<file path="config.mk">
export PLATFORM = sky130hd
export DESIGN_NAME = knn_vote
export DESIGN_NICKNAME = d
export VERILOG_FILES = /design/src/rtl/knn_vote.sv
export SDC_FILE = /design/constraint.sdc
export NUM_CORES = 1
export LEC_CHECK = 0
export BUFFER_PORTS_ARGS = -buffer_cell sky130_fd_sc_hd__buf_2
export CAP_MARGIN = 20
export CORE_MARGIN = 1.5
export CORE_UTILIZATION = 25
export DETAILED_ROUTE_END_ITERATION = 12
export GPL_ROUTABILITY_DRIVEN = 0
export HOLD_SLACK_MARGIN = 0.06
export PLACE_DENSITY = 0.39
export SLEW_MARGIN = 30
export SYNTH_ARGS = -nofsm -noshare
export SYNTH_HDL_FRONTEND = slang
export SYNTH_SLANG_ARGS = --single-unit
</file>
<file path="constraint.sdc">
create_clock -name clk -period 3 [get_ports clk]
set_input_delay 0.6 -clock clk [delete_from_list [all_inputs] [get_ports clk]]
set_output_delay 0.6 -clock clk [all_outputs]
set_load 0.1 [all_outputs]
</file>
<file path="src/rtl/knn_vote.sv">
// knn_vote: majority vote over the K nearest-neighbour labels. Ties go to the
// class whose first vote came from the nearest neighbour.
// Latency: start -> result is 1 + K + N_CLASS cycles minimum (one ACCUM cycle
// per accepted label, then one SCAN cycle per class).
// Backpressure: nb_ready is high only in ACCUM, so gaps on nb_valid stall the
// run. vote_valid is held until vote_ready.
// Ports: clk, rst (sync, active-high), start, nb_valid/nb_ready/nb_label,
// vote_valid/vote_ready/vote_label/vote_count, busy, and vote_err (only when
// KNN_VOTE_ERR_EN is defined).
// Optional feature macro: KNN_VOTE_ERR_EN adds the sticky out-of-range flag vote_err.
module knn_vote #(
  parameter  int K       = 4,
  parameter  int N_CLASS = 8,
  parameter  int LABEL_W = 3,
  localparam int CNT_W   = $clog2(K + 1),
  localparam int RANK_W  = (K > 1) ? $clog2(K) : 1,
  localparam int IDX_W   = $clog2(N_CLASS)
) (
  input  logic               clk,
  input  logic               rst,
  input  logic               start,
  input  logic               nb_valid,
  output logic               nb_ready,
  input  logic [LABEL_W-1:0] nb_label,
  output logic               vote_valid,
  input  logic               vote_ready,
  output logic [LABEL_W-1:0] vote_label,
  output logic [CNT_W-1:0]   vote_count,
`ifdef KNN_VOTE_ERR_EN
  output logic               vote_err,
`endif
  output logic               busy
);

  typedef enum logic [1:0] {IDLE, ACCUM, SCAN, DONE} state_t;

  state_t              state;
  logic [CNT_W-1:0]    cnt        [N_CLASS];
  logic [RANK_W-1:0]   first_rank [N_CLASS];  // meaningful only while cnt != 0
  logic [RANK_W-1:0]   rank;                  // position of the next label, 0 = nearest
  logic [IDX_W-1:0]    idx;                   // class under evaluation in SCAN
  logic [LABEL_W-1:0]  best_label;
  logic [CNT_W-1:0]    best_cnt;
  logic [RANK_W-1:0]   best_first;

  logic                accept;
  logic                in_range;
  logic [IDX_W-1:0]    lbl_idx;
  logic                take;
  logic [LABEL_W-1:0]  nxt_label;
  logic [CNT_W-1:0]    nxt_cnt;
  logic [RANK_W-1:0]   nxt_first;

  assign accept   = nb_valid & nb_ready;
  assign in_range = (32'(nb_label) < N_CLASS);
  assign lbl_idx  = IDX_W'(nb_label);

  // Scan comparison: a higher count wins outright. On an equal, non-zero
  // count the class whose first vote was nearer wins. Because best starts at
  // count 0, a class with no votes never displaces it.
  always_comb begin
    take      = 1'b0;
    nxt_label = best_label;
    nxt_cnt   = best_cnt;
    nxt_first = best_first;
    if (cnt[idx] > best_cnt) begin
      take = 1'b1;
    end else if ((cnt[idx] == best_cnt) && (cnt[idx] != '0) &&
                 (first_rank[idx] < best_first)) begin
      take = 1'b1;
    end
    if (take) begin
      nxt_label = LABEL_W'(idx);
      nxt_cnt   = cnt[idx];
      nxt_first = first_rank[idx];
    end
  end

  always_ff @(posedge clk) begin
    if (rst) begin
      state      <= IDLE;
      nb_ready   <= 1'b0;
      vote_valid <= 1'b0;
      busy       <= 1'b0;
      vote_label <= '0;
      vote_count <= '0;
      rank       <= '0;
      idx        <= '0;
      best_label <= '0;
      best_cnt   <= '0;
      best_first <= '0;
      for (int c = 0; c < N_CLASS; c++) begin
        cnt[c]        <= '0;
        first_rank[c] <= '0;
      end
`ifdef KNN_VOTE_ERR_EN
      vote_err   <= 1'b0;
`endif
    end else begin
      case (state)
        IDLE: begin
          if (start) begin
            rank       <= '0;
            idx        <= '0;
            best_label <= '0;
            best_cnt   <= '0;
            best_first <= '0;
            for (int c = 0; c < N_CLASS; c++) begin
              cnt[c] <= '0;
            end
`ifdef KNN_VOTE_ERR_EN
            vote_err   <= 1'b0;
`endif
            nb_ready   <= 1'b1;
            busy       <= 1'b1;
            state      <= ACCUM;
          end
        end

        ACCUM: begin
          if (accept) begin
            if (in_range) begin
              if (cnt[lbl_idx] == '0) begin
                first_rank[lbl_idx] <= rank;
              end
              // At most K accepts per run, so saturation is only a guard.
              if (cnt[lbl_idx] != CNT_W'(K)) begin
                cnt[lbl_idx] <= cnt[lbl_idx] + 1'b1;
              end
            end
`ifdef KNN_VOTE_ERR_EN
            else begin
              vote_err <= 1'b1;
            end
`endif
            // Out-of-range labels still consume a neighbour slot.
            rank <= rank + 1'b1;
            if (rank == RANK_W'(K - 1)) begin
              nb_ready <= 1'b0;
              idx      <= '0;
              state    <= SCAN;
            end
          end
        end

        SCAN: begin
          best_label <= nxt_label;
          best_cnt   <= nxt_cnt;
          best_first <= nxt_first;
          idx        <= idx + 1'b1;
          if (idx == IDX_W'(N_CLASS - 1)) begin
            vote_label <= nxt_label;
            vote_count <= nxt_cnt;
            vote_valid <= 1'b1;
            state      <= DONE;
          end
        end

        DONE: begin
          // A start in the same cycle as vote_ready is deliberately dropped.
          if (vote_ready) begin
            vote_valid <= 1'b0;
            busy       <= 1'b0;
            state      <= IDLE;
          end
        end

        default: begin
          state <= IDLE;
        end
      endcase
    end
  end

endmodule

</file>
==> metrics.cfg <==
[finish]
final_core_util=0.317
n_fill_cell=1435
syn_to_final_growth_pct=23.7
layout-drive-gt1-share=0.246
n_antenna_cell=0
final_nets=412
fin_cells=575

[route]
drtAntennaViolNets=0
drc=0
wl_um=9270
wl_per_cell_um=16.1
num_vias=2650
firstDrtPassIters=4
vias_per_cell=4.61
drt_iter0_drc=162

[sta]
worstMarginPinSlew_ps=586
hold_viol=0
period_share=0.951
fmax_mhz=350
worst_slack_ps=147
fin_worst_skew_ps=6.71
maxSlewHeadroom=0.609
layout_min_cycle_time_ps=2850
setup_violations=0
drv_slew=0

[die]
coreArea_mm2=0.0139
start_util=0.257
ios=17
dieHeight_um=122
chipWidth_um=122
row_count=43
dieArea_mm2=0.0150

[synth]
yosys.area.top_type_share=0.337
syn_area_mm2=0.00356
ys_ff_latch=67
yosys_warnings=0
yosys.area.top_type=edfxtp_1
synth_edf_count=40
synth_ff_type=edfxtp_1
yosysMostFrequentCell=nor2_1
ys_types=48
synth-async-reset-ratio=0
synthCells=337
ys_seq_area_frac=0.489
synth_common_cells=60 x nor2_1, 40 x edfxtp_1, 27 x dfxtp_1, 24 x nand2_1
avgSynthCellArea_um2=10.6
synth_area_leaders=edfxtp_1 34%, dfxtp_1 15%, nor2_1 6.3%, mux4_2 5.7%, ha_1 4.9%
synth_nets=359

[worst_setup_path]
setup.worst_path.end_class=flip-flop
cp-start-kind=flip-flop
path_cells=mux4_2 -> mux2i_2 -> inv_1 -> ha_1 -> nand3_2 -> a211o_1 -> a41oi_2 -> a21oi_4 -> nand3b_1 -> buf_4 -> o32ai_1
path_class=flip-flop to flip-flop
crit_fanout=5
crit_required_ps=3240
cp_slowest_cell=mux4_2
worstPathArrival_ps=3090
slowest_delay_ps=500

[global_routing]
grt_usage=0.135
grt_use_met3=0.0362
antenna_found_initial=0
met1_usage=0.171
grt.busiest_layer=met2
grt_pass1_wl_um=14600
grt_pass1_vias=2590
grt_max_degree=43
grt-ovfl-total=0
grt.met2_usage=0.219

[clock_tree]
cts_tree=done
clk-insertion-delay-late_ps=340
cts_sinks=67
cts_buffers=9
clk_pin_slew_ps=50
cts_max_level=3
root_buffer=clkbuf_16
cts_buffer_depth=2

[placed_design]
hpwlAfterDp_um=7040
dp_slack_ps=-140
dp.cells=555
port_buffers=16

[power]
powerDensity_mw_per_mm2=672
p_leak_nw=1.66
peakVddDrop_mv=0.268

[run_status]
status=finished clean

[worst_hold_path]
hold_class=flip-flop to flip-flop

[job]
cap_viol_max_count=0

[placed cells by master, fill, tap and decap left out, types with 9 or more instances in the layout]
cell       Yosys  layout
buf_2          4      16
o21ai_0       16      16
inv_1         16      16
mux2i_1       11      10
nor2_1        60      60
a21oi_1        9       9
nand2b_1       9       9
edfxtp_1      40      40
clkbuf_16      0       9
dfxtp_1       27      24
buf_4          0      43
ha_1          14      14
mux4_2         9       9
nand2_1       24      24
[repair_timing]
action,CTS,global route
setup buffers,3,1
hold buffers,0,0
setup endpoints to repair,13,14
gates resized for setup,2,5
[worst paths after layout]
check	start	depth (start not counted)	slack, ps	endpoint
worst max register to register	cnt[6][1]$_SDFFCE_PN0P_	11	150	best_first[0]$_SDFFE_PP0P_
worst min register to register	busy$_SDFFE_PP0P_	2	480	busy$_SDFFE_PP0P_
worst min-delay path	busy$_SDFFE_PP0P_	2	480	busy$_SDFFE_PP0P_
worst max-delay path	cnt[6][1]$_SDFFCE_PN0P_	11	150	best_first[0]$_SDFFE_PP0P_
[worst max-delay path, delay by kind of cell, from the launching register on]
kind / cells / cell delay [ps]
mux: 2 / 680
simple gates: 2 / 330
flops: 1 / 470
compound gates: 4 / 690
buf+inv: 2 / 280
fa+ha+maj: 1 / 310
[per-layer routing]
layer  part of all wire  up-vias
met5                  0        -
met4              0.011        0
met3              0.028        6
met2               0.47       40
met1               0.49     1265
li1                   -     1339
[per-stage QoR]
stage / hold slack (ps) / power [mW] / instance area, um2 / TNS [ps]
floorplan: 457 / 1.72 / 3560 / 0
global placement: 464 / 2.02 / 4090 / -216
detailed placement: 465 / 2.02 / 4090 / -779
CTS: 478 / 3.00 / 4390 / 0
global route: 503 / 3.13 / 4410 / -23.1
finish: 477 / 2.96 / 4410 / 0
[area by class of cell]
class	instances	area, um2	share of cell area
Clock buffer	10	229	0.0520
Clock inverter	6	32.5	0.00738
Sequential cell	67	1750	0.397
Multi-Input combinational cell	235	1690	0.382
Timing Repair Buffer	60	423	0.0960
Inverter	17	63.8	0.0145
Tap cell	180	225	0.0511
[report_power, final]
| part | switching (mW) | leakage (nW) | internal, mW |
|---|---|---|---|
| Sequential | 0.0882 | 0.645 | 1.09 |
| Combinational | 0.497 | 0.885 | 0.350 |
| Clock | 0.392 | 0.125 | 0.550 |
| Total | 0.977 | 1.66 | 1.99 |
[kinds of logic (layout without fill, tap and decap cells)]
logic type	after synthesis	count (layout)	synth area share
flops	67	67	0.489
mux	25	25	0.114
compound gates	68	68	0.139
fa+ha+maj	14	14	0.0492
buf+inv	35	93	0.0425
simple gates	128	128	0.166
[sequential cells by signal (all words and copies together), names as in the netlist, named ones only]
name and flops:
best_label 3, vote_label 3, cnt 24, state 2, idx 3, nb_ready 1
best_cnt 3, first_rank 16, best_first 2, vote_valid 1, busy 1, vote_count 3
rank 2
Note: power is estimated with default switching activity, not from simulation.
